--- src/rtl/word_serializer.sv ---
// word_serializer: word-to-byte serializer with a two-entry store
// (active shift register plus one pending word) for bubble-free output.
// Optional feature macro: WSER_PARTIAL_EN (per-word truncated beat count).
module word_serializer #(
  parameter int unsigned WORD_WIDTH = 32,
  parameter int unsigned BYTE_WIDTH = 8,
  parameter bit          MSB_FIRST  = 1'b1,
  localparam int unsigned N_BYTES   = WORD_WIDTH / BYTE_WIDTH,
  localparam int unsigned CNT_W     = $clog2(N_BYTES + 1)
) (
  input  logic                  clk,
  input  logic                  rst_n,
  input  logic                  i_flush,
  input  logic                  i_word_valid,
  input  logic [WORD_WIDTH-1:0] i_word,
`ifdef WSER_PARTIAL_EN
  input  logic [CNT_W-1:0]      i_word_nbytes,
`endif
  output logic                  o_word_ready,
  output logic                  o_byte_valid,
  output logic [BYTE_WIDTH-1:0] o_byte,
  output logic                  o_last,
  input  logic                  i_byte_ready,
  output logic                  o_empty
);

  if ((WORD_WIDTH % BYTE_WIDTH) != 0) begin : g_width_chk
    $error("word_serializer: WORD_WIDTH must be a multiple of BYTE_WIDTH");
  end

  typedef enum logic {IDLE = 1'b0, SHIFT = 1'b1} state_t;

  state_t                state_q, state_d;
  logic [WORD_WIDTH-1:0] act_q, act_d, pend_q, pend_d, act_shift;
  logic [CNT_W-1:0]      cnt_q, cnt_d, pend_n_q, pend_n_d, nb_in;
  logic                  pend_v_q, pend_v_d;
  logic                  word_acc, beat_acc;

  // Beat count carried by an incoming word; 0 or out-of-range means a full word
`ifdef WSER_PARTIAL_EN
  assign nb_in = ((i_word_nbytes == '0) || (i_word_nbytes > CNT_W'(N_BYTES)))
               ? CNT_W'(N_BYTES) : i_word_nbytes;
`else
  assign nb_in = CNT_W'(N_BYTES);
`endif

  // Status outputs depend on registered state only
  assign o_word_ready = ~pend_v_q;
  assign o_byte_valid = (state_q == SHIFT);
  assign o_last       = (cnt_q == CNT_W'(1));
  assign o_empty      = (state_q == IDLE) & ~pend_v_q;

  // A word offered during flush is dropped
  assign word_acc = i_word_valid & ~pend_v_q & ~i_flush;
  assign beat_acc = o_byte_valid & i_byte_ready;

  // Output end of the active register and the matching shift direction
  if (MSB_FIRST) begin : g_msb
    assign o_byte    = o_byte_valid ? act_q[WORD_WIDTH-1 -: BYTE_WIDTH] : '0;
    assign act_shift = act_q << BYTE_WIDTH;
  end else begin : g_lsb
    assign o_byte    = o_byte_valid ? act_q[BYTE_WIDTH-1:0] : '0;
    assign act_shift = act_q >> BYTE_WIDTH;
  end

  // State and storage registers
  always_ff @(posedge clk or negedge rst_n) begin
    if (!rst_n) begin
      state_q  <= IDLE;
      act_q    <= '0;
      cnt_q    <= '0;
      pend_q   <= '0;
      pend_n_q <= '0;
      pend_v_q <= 1'b0;
    end else begin
      state_q  <= state_d;
      act_q    <= act_d;
      cnt_q    <= cnt_d;
      pend_q   <= pend_d;
      pend_n_q <= pend_n_d;
      pend_v_q <= pend_v_d;
    end
  end

  // Next-state: load, shift, hand-over from pending, and flush
  always_comb begin
    state_d  = state_q;
    act_d    = act_q;
    cnt_d    = cnt_q;
    pend_d   = pend_q;
    pend_n_d = pend_n_q;
    pend_v_d = pend_v_q;
    if (i_flush) begin
      state_d  = IDLE;
      act_d    = '0;
      cnt_d    = '0;
      pend_v_d = 1'b0;
    end else begin
      unique case (state_q)
        IDLE: begin
          if (word_acc) begin
            act_d   = i_word;
            cnt_d   = nb_in;
            state_d = SHIFT;
          end
        end
        SHIFT: begin
          if (beat_acc && (cnt_q == CNT_W'(1))) begin
            if (pend_v_q) begin
              act_d    = pend_q;
              cnt_d    = pend_n_q;
              pend_v_d = word_acc;
              if (word_acc) begin
                pend_d   = i_word;
                pend_n_d = nb_in;
              end
            end else if (word_acc) begin
              act_d = i_word;
              cnt_d = nb_in;
            end else begin
              act_d   = '0;
              cnt_d   = '0;
              state_d = IDLE;
            end
          end else begin
            if (beat_acc) begin
              act_d = act_shift;
              cnt_d = cnt_q - CNT_W'(1);
            end
            if (word_acc) begin
              pend_d   = i_word;
              pend_n_d = nb_in;
              pend_v_d = 1'b1;
            end
          end
        end
        default: state_d = IDLE;
      endcase
    end
  end

endmodule
--- config.mk ---
export PLATFORM = sky130hd
export DESIGN_NAME = word_serializer
export DESIGN_NICKNAME = d
export VERILOG_FILES = /design/src/rtl/word_serializer.sv
export SDC_FILE = /design/constraint.sdc
export NUM_CORES = 1
export LEC_CHECK = 0
export ABC_AREA = 0
export CAP_MARGIN = 20
export CORE_MARGIN = 5
export CORE_UTILIZATION = 51
export DETAILED_ROUTE_END_ITERATION = 8
export PLACE_DENSITY = 0.84
export SLEW_MARGIN = 20
export SYNTH_ARGS = -nofsm -noshare
export SYNTH_HDL_FRONTEND = slang
export SYNTH_SLANG_ARGS = --single-unit
--- constraint.sdc ---
create_clock -name clk -period 3.27 [get_ports clk]
set_input_delay 0.654 -clock clk [delete_from_list [all_inputs] [get_ports clk]]
set_output_delay 0.654 -clock clk [all_outputs]
set_load 0.1 [all_outputs]
==> results of run 1 <==
[cell usage in the layout (no fill, tap or decap), drive strengths merged, types with 3 or more instances in the layout]
| cell | Yosys | final |
|---|---|---|
| dfrtp | 70 | 70 |
| clkdlybuf4s50 | 0 | 35 |
| nor2 | 34 | 34 |
| mux2 | 32 | 32 |
| nand2 | 28 | 28 |
| o21ai | 26 | 26 |
| o31ai | 24 | 24 |
| buf | 16 | 22 |
| a21oi | 18 | 18 |
| and2 | 10 | 10 |
| clkbuf | 6 | 10 |
| a21o | 9 | 9 |
| a221oi | 8 | 8 |
| a22o | 8 | 8 |
| inv | 4 | 4 |
| nand2b | 3 | 3 |
| clkinv | 0 | 3 |
| nor3 | 3 | 3 |
[state kept, by name, indices dropped and copies added, names as in the netlist]
name          cells
o_byte_valid      1
cnt_q             3
pend_q           32
pend_n_q          1
pend_v_q          1
act_q            32
[layout make-up]
class | instances | share of cell area [%]
sequential | 70 | 41.10
clock inverter | 6 | 2.026
tap | 96 | 2.819
inverter | 4 | 0.3523
clock buffer | 10 | 2.995
multi-input combinational | 218 | 38.08
timing repair buffer | 57 | 12.62
[critical path: stages (launching register included)]
cell     delay (ns)
dfrtp_1        0.92
and2_1         0.23
buf_4          0.29
[power by group]
group,switching [mW],internal [mW]
Combinational,0.304,0.303
Sequential,0.122,1.05
Clock,0.341,0.428
Total,0.767,1.78
[path summary, 6_finish.rpt]
path	end	slack [ns]	startpoint
worst min register to register	pend_n_q[2]	0.47	pend_n_q[2]
min in group clk	pend_n_q[2]	0.47	pend_n_q[2]
worst max-delay path	o_byte[7]	0.81	o_byte_valid
max in group asynchronous	pend_q[13]	2.24	rst_n
worst min-delay path	cnt_q[0]	0.37	rst_n
worst max register to register	pend_q[29]	1.03	o_byte_valid
[metrics by stage]
stage / power, mW / std cells
6_report: 2.548 / 461
5_1_grt: 2.652 / 461
4_1_cts: 2.553 / 461
3_5_place_dp: 1.788 / 445
3_3_place_gp: 1.769 / 445
2_1_floorplan: 1.620 / 314
[cell families after synthesis]
group,synth area share [%]
XOR/XNOR,0.2443
AO/OA/AOI/OAI,18.35
flip-flops,48.85
adder cells (fa/ha/maj),0.6977
multiplexers,13.08
buffers and inverters,5.897
AND/OR/NAND/NOR,12.87
[per-layer routing]
metal  track usage (%)  up-vias  part of all wire, %
li1                  -     1222                    -
met1             26.05     1288                   45
met2             28.74      104                   47
met3             4.888       17                  5.9
met4             9.747        0                  2.1
met5                 0        -                    0
==> results by group, run 1 <==
STA
  – Tcrit/Tclk final: roughly three quarters
  – Slew HR: 41.60%
  – Setup TNS: 0 ns
  – Slew Viols, Final: 0
  – Setup WS post-layout: about 0.81 ns
  – Fin crit period: about 2.5 ns
  – Hold slack: between 0.3 and 0.4 ns
  – Worst-Margin Slew: just under 0.9 ns
  – Unrepaired setup endpoints after global routing: false
  – Clock Skew: about 0.0082 ns
  – Fin. Hold Viols: 0
  – Final setup violation count: 0
  – Fmax: between 400 and 500 MHz

Setup path
  – Reg2Reg Depth: 4
  – Critical path fanouts, max: 24
  – Startpoint types: flop
  – Worst Setup End Kind: output port
  – Crit path kind: reg -> out
  – Critical Path AT: roughly 1.8 ns
  – Crit path required time: between 2 and 3 ns

Finish
  – # fillers: about 570
  – Share of post-route cells with drive strength above 1: between 20 and 25%
  – Seq. cell area: around 1800 µm²
  – Design area: roughly 4300 µm²
  – Antenna diodes: 0
  – Nets: 399
  – Final core occ: 62.38%
  – Area added between synthesis and finish: 18.84%
  – Area of the multi-input gates: 1623 µm²

Clock tree
  – Bufs on Longest Clock Path: 2
  – CTS tree: built
  – Hold_buf cts: 0
  – Setup bufs post-CTS: 0
  – Max H-tree Level: 3
  – Clk slew on worst S/H paths: 0.08 ns
  – Total CTS buffers: 9
  – Clock sink total: 70
  – CTS resizes: 0
  – Clock Tree Root: clkbuf_8
  – Clock Latency Late Sink: roughly 0.36 ns

Synth
  – Async S/R FF share, synth: 100.0%
  – Synth warn: 0
  – Count of state elements after synthesis: 70
  – Sequential area share after synthesis: 48.85%
  – Cell with the most instances after synthesis: dfrtp_1
  – Number of enable flip-flop cells after synthesis: 0
  – Yosys cell types: 41
  – Top cells by area, synth: dfrtp_1, mux2_4, o31ai_1
  – Avg Cell Area, Syn: approximately 11 µm²
  – Post-Syn Instances: 314
  – Mapped Area: 3586 µm²
  – Prevailing post-synth register cell: dfrtp_1
  – Post-synth top cells: dfrtp_1, nor2_1, mux2_4, nand2_1, o21ai_0
  – Area share of the largest cell type after synthesis: 48.85%
  – Top cell type by total area after synthesis: dfrtp_1
  – Mapped Nets: ~350

Floorplanning
  – Initial Util: between 50% and 60%
  – Horiz. Die Dim: roughly 94 µm
  – Die area: approximately 9000 µm²
  – Die height: 93.85 µm
  – I/O Pins: 49
  – Core Rows: 30
  – Core Area: roughly 7000 µm²

Global route
  – Initial antenna violation count: 0
  – Vias in the first global route: 2658
  – Largest net degree at the start of global routing: 38
  – Overall Global Routing Usage: between 10% and 20%
  – First-pass GRT wire length: 13090 µm
  – Congestion Overflow GR: 0

Run
  – MaxCap Viol Count: 0

Route
  – Via count: approximately 2600
  – Post-Route WL: ~7900 µm
  – # DRC: 0
  – Iteration-0 DRC Markers: 221
  – Antenna viol nets, final: 0
  – Drt wl/cell: between 15 and 20 µm
  – Vias/cell: between 5 and 6
  – First drt pass iteration count: 4

Placement
  – Placed standard-cell area: roughly 4000 µm²
  – DP Wirelength: roughly 5200 µm
  – IO buf count: 48
  – Pre-CTS WS: ~0.63 ns
  – Final Wtd Congestion: 0.8978

Min path
  – Hold WC Path Type: in -> async

Power and ir drop
  – Pleak: between 2 and 2.5 nW
  – PD cells: between 500 and 600 nW/µm²
  – Max rail drop VDD: about 0.00033 V

Status
  – Outcome: completed
No activity file was read; power rests on OpenSTA's default activity.
==> run 2, diff against run 1 <==
CORE_UTILIZATION = 50   (was 51)
PLACE_DENSITY = 0.86   (was 0.84)
clock period = 2.25 ns   (was 3.27 ns; I/O delays follow)
==> run 2 against run 1 <==
  * Cell area increased by 5.6%
  * Setup slack got worse by 0.55 ns
  * Sequential share of layout area is 2.2 points lower
  * Clock skew down 0.0014 ns
  * Worst hold slack got worse by 0.26 ns
  * Critical path depth grew 1
==> results by group, run 2 (synthesized netlist as in run 1, its figures left out) <==
Setup path
  – WP buf/inv: 2 (was 1)
  – Crit path required time: 1.80 ns (was 2.62 ns)
  – Cells along the critical path: buf_4 -> and2_2 -> buf_12 (was and2_1 -> buf_4)
  – Top delay family on crit path: flip-flops (unchanged)
  – Startpoint types: flop (unchanged)
  – Critical Path AT: 1.54 ns (was 1.80 ns)
  – Worst-path cell with the longest stage delay: dfrtp_2 (was dfrtp_1)
  – Crit path kind: reg -> out (unchanged)
  – Critical path fanouts, max: 15 (was 24)
  – Worst Setup End Kind: output port (unchanged)
  – Slowest cell delay on critical path: 0.54 ns (was 0.92 ns)

STA
  – Tcrit/Tclk final: just under 90%
  – Fin crit period: about 2 ns
  – Final setup violation count: 0 (unchanged)
  – Worst-Margin Slew: 0.6253 ns (was 0.8760 ns)
  – Slew Viols, Final: 0 (unchanged)
  – Fin. Hold Viols: 0 (unchanged)
  – Unrepaired setup endpoints after global routing: false (unchanged)
  – Clock Skew: 0.006784 ns (was 0.008159 ns)
  – Slew HR: 58.32% (was 41.60%)
  – Setup TNS: 0 ns (unchanged)
  – Fmax: roughly 500 MHz

Global route
  – Largest net degree at the start of global routing: 34 (was 38)
  – Overall Global Routing Usage: 19.86% (was 19.31%)
  – Congestion Overflow GR: 0 (unchanged)
  – Vias in the first global route: 2771 (was 2658)
  – First-pass GRT wire length: 13850 µm (was 13090 µm)
  – Initial antenna violation count: 0 (unchanged)

Clock tree
  – Clock Latency Late Sink: 0.35 ns (was 0.36 ns)
  – Clock sink total: 70 (unchanged)
  – CTS tree: built (unchanged)
  – Total CTS buffers: 9 (unchanged)
  – Setup bufs post-CTS: 0 (unchanged)
  – Bufs on Longest Clock Path: 2 (unchanged)
  – CTS resizes: 0 (unchanged)
  – Clock Tree Root: clkbuf_8 (unchanged)
  – Max H-tree Level: 3 (unchanged)
  – Clk slew on worst S/H paths: 0.07 ns (was 0.08 ns)
  – Hold_buf cts: 0 (unchanged)

Floorplanning
  – Initial Util: 52.20% (was 52.49%)
  – Core Rows: 30 (unchanged)
  – Die height: 94.69 µm (was 93.85 µm)
  – I/O Pins: 49 (unchanged)
  – Horiz. Die Dim: 94.69 µm (was 93.85 µm)
  – Core Area: 6869 µm² (was 6832 µm²)
  – Die area: 8965 µm² (was 8808 µm²)

Power and ir drop
  – Max rail drop VDD: 0.0006182 V (was 0.0003250 V)
  – PD cells: 827.3 nW/µm² (was 597.9 nW/µm²)
  – Pleak: 2.101 nW (was 2.005 nW)

Route
  – Via count: 2697 (was 2631)
  – Vias/cell: 5.751 (was 5.707)
  – Drt wl/cell: 17.60 µm (was 17.16 µm)
  – Post-Route WL: 8256 µm (was 7910 µm)
  – Iteration-0 DRC Markers: 185 (was 221)
  – First drt pass iteration count: 5 (was 4)
  – Antenna viol nets, final: 0 (unchanged)
  – # DRC: 0 (unchanged)

Status
  – Outcome: completed (unchanged)

Placement
  – Final Wtd Congestion: 0.8541 (was 0.8978)
  – IO buf count: 48 (unchanged)
  – DP Wirelength: 5678 µm (was 5203 µm)

Run
  – MaxCap Viol Count: 0 (unchanged)

Finish
  – Antenna diodes: 0 (unchanged)
  – # fillers: 517 (was 565)
  – Area of the multi-input gates: 1640 µm² (was 1623 µm²)
  – Area added between synthesis and finish: 25.54% (was 18.84%)
  – Nets: 407 (was 399)
  – Final core occ: 65.54% (was 62.38%)
  – Seq. cell area: 1753 µm² (was 1752 µm²)
  – Largest registers: act_q (32), pend_q (32), cnt_q (3) (unchanged)
  – Most frequent cells in the layout: dfrtp_1, clkdlybuf4s50_1, nor2_1 (unchanged)
  – Most common cell after layout, fill and taps aside: dfrtp_1 (unchanged)
  – Share of post-route cells with drive strength above 1: 27.08% (was 22.74%)

Min path
  – Hold WC Path Type: in -> async (unchanged)
## run 2: final cells by class
cell class | count | share of cell area (%)
Inverter | 4 | 0.3335
Clock buffer | 12 | 3.446
Timing Repair Buffer | 65 | 17.18
Clock inverter | 4 | 1.001
Tap cell | 96 | 2.668
Multi-Input combinational cell | 218 | 36.44
Sequential cell | 70 | 38.94
## run 2: per-stage QoR
stage / hold WS [ns] / instance area [µm²] / worst slack (ns) / instances / power, mW
floorplan: 0.1544 / 3605 / 0.08799 / 314 / 2.361
global placement: 0.4431 / 4302 / 0.1226 / 453 / 2.651
detailed placement: 0.4575 / 4302 / 0.02491 / 453 / 2.696
CTS: 0.1169 / 4502 / 0.2503 / 469 / 3.731
global route: 0.1432 / 4502 / 0.2115 / 469 / 3.882
finish: 0.1086 / 4502 / 0.2581 / 469 / 3.724
## run 2: layer usage
metal	vias to the layer above	GRT usage (%)	routed length, µm	part of all wire, %
li1	1235	-	-	-
met1	1348	26.81	3550	43
met2	102	31.77	4103	50
met3	12	3.506	457	5.5
met4	0	7.933	144	1.7
met5	-	0	0	0
## run 2: power breakdown
part	switching [mW]	leakage, nW	total, mW	internal, mW
sequential	0.174	0.883	1.70	1.53
clock	0.475	0.106	1.04	0.568
combinational	0.471	1.11	0.981	0.509
total	1.12	2.10	3.72	2.60
## run 2: worst paths after layout
path                         startpoint         end  slack, ns  cells after the start
max                        o_byte_valid   o_byte[5]       0.26                      3
min                               rst_n   pend_q[0]       0.11                      1
min reg2reg                   act_q[25]   act_q[25]       0.47                      2
max in group asynchronous         rst_n  pend_q[25]       1.58                      2
min in group clk              act_q[25]   act_q[25]       0.47                      2
max reg2reg                    cnt_q[1]    act_q[2]       0.40                      7
## run 2: worst reg2reg max path, stage by stage (launching register included)
cell      delay [ns]
dfrtp_1         0.38
inv_1           0.09
ha_1            0.23
nand4b_4        0.13
buf_4           0.21
nor3_2          0.42
a22o_1          0.23
a21o_1          0.09
==> RTL edit (flow settings as in run 1) <==
Make the reset (`rst_n`) synchronous in one clocked block.
--- a/src/rtl/word_serializer.sv
+++ b/src/rtl/word_serializer.sv
@@ -66,3 +66,3 @@
   // State and storage registers
-  always_ff @(posedge clk or negedge rst_n) begin
+  always_ff @(posedge clk) begin
     if (!rst_n) begin
Check against the original RTL: differs if rst_n is asserted again (counterexample within 4 cycles, from zero or initial values and one cycle with rst_n low); with rst_n held inactive, the same outputs for 4 cycles.
==> RTL edit against run 1 <==
- cell area is 9.8% lower
- synthesized area is 10% lower
- sequential cell count stayed put
- worst setup slack better by 20 ps
- count of clock-buffer cells in the layout is 3 higher
- non-clock buffer count stayed put
- first-iteration DRC count is 34% higher
- wire length is 3.3% higher
- maximum frequency is 0.82% higher
Power is not compared: it rests on default switching activity, and its combinational part moved more than twofold at a synthesized area within 25%.
==> RTL edit: results <==
[critical_path]
r2r-start = "o_byte_valid$_SDFF_PP0_"
max_stage_delay_ps = 780
slowest_stage = "dfxtp_1"
arrival_ps = 1780
r2r_cells = 5
cp_max_fo = 20
r2r_slack_ps = 970

[global_route]
grt_pass1_wl_microns = 13500
grt_pass1_vias = 2925
grt_use_total = 0.215
grt_max_degree = 66

[finish]
multi_input_area_share = 0.429
seq_share = 0.365
drive_above_1_share = 0.0944
nets = 481
multi_input_gates = 301
layout.nonclk_buf_frac = 0.133
n_sequential_cell = 70
n_all_inverters = 3
clock_area_frac = 0.0452

[sta]
tightest_slew_ps = 715

[logic_synthesis]
ys_seq_area_frac = 0.434
synth_cell_types = 32
ys_async_sr_fraction = 0
ys_top_cells_by_count = "o21ai_0, dfxtp_1, nand3_1"
synthTopCellsByArea = "dfxtp_1, o21ai_0, nand3_1, nand2_1, a22o_1"

[outcome]
outcome = "finished, final reports clean"

[power]
p_total_mw = 1.69

[route]
routed_wl_microns = 8170
num_vias = 3199
drtPass1Iterations = 5

[cts]
clock_latency_ps = 340

[place]
globalplace.congestion = 0.817
## RTL edit: cell types whose count changed after synthesis, moves of 15 or more
cell,before,now
mux2_4,29,0
nand3_1,1,61
a21oi_1,18,3
nor2_1,33,15
dfxtp_1,0,70
o31ai_1,24,0
clkbuf_1,4,22
dfrtp_1,70,0
o21ai_0,25,75
a31oi_1,0,19
nand2_1,28,58
## RTL edit: routing by layer
layer	routed length, microns	GRT usage	up-vias
li1	-	-	1547
met1	3530	0.274	1526
met2	3930	0.351	105
met3	510	0.0479	21
met4	207	0.0893	0
met5	0	0	-
## RTL edit: per-stage QoR
| step | instances | setup WS, ps | hold slack (ps) | instance area (sq um) |
|---|---|---|---|---|
| 3_5_place_dp | 508 | 569 | 448 | 3670 |
| 5_1_grt | 522 | 721 | 475 | 3840 |
| 2_1_floorplan | 414 | 192 | 428 | 3230 |
| 4_1_cts | 522 | 848 | 458 | 3840 |
| 3_3_place_gp | 508 | 614 | 436 | 3670 |
| 6_report | 522 | 833 | 461 | 3840 |
## RTL edit: cells by family (layout without fill, tap and decap cells)
family	count (synthesis)	count (layout)	share of synthesized area
AO/OA/AOI/OAI	144	144	0.276
adder cells (fa/ha/maj)	2	2	0.00776
buffers and inverters	43	74	0.0562
flip-flops	70	70	0.434
AND/OR/NAND/NOR	155	155	0.226
## RTL edit: worst max path at each step
stage	startpoint	endpoint	slack (ps)	cells past startpoint
2_1_floorplan	o_byte_valid$_SDFF_PP0_	o_empty	190	3
5_1_grt	i_flush	act_q[27]$_SDFFE_PP0P_	720	5
4_1_cts	pend_v_q$_SDFFE_PP0P_	o_empty	850	3
3_3_place_gp	i_flush	act_q[20]$_SDFFE_PP0P_	610	5
6_report	pend_v_q$_SDFFE_PP0P_	o_empty	830	3
3_5_place_dp	i_flush	act_q[19]$_SDFFE_PP0P_	570	5
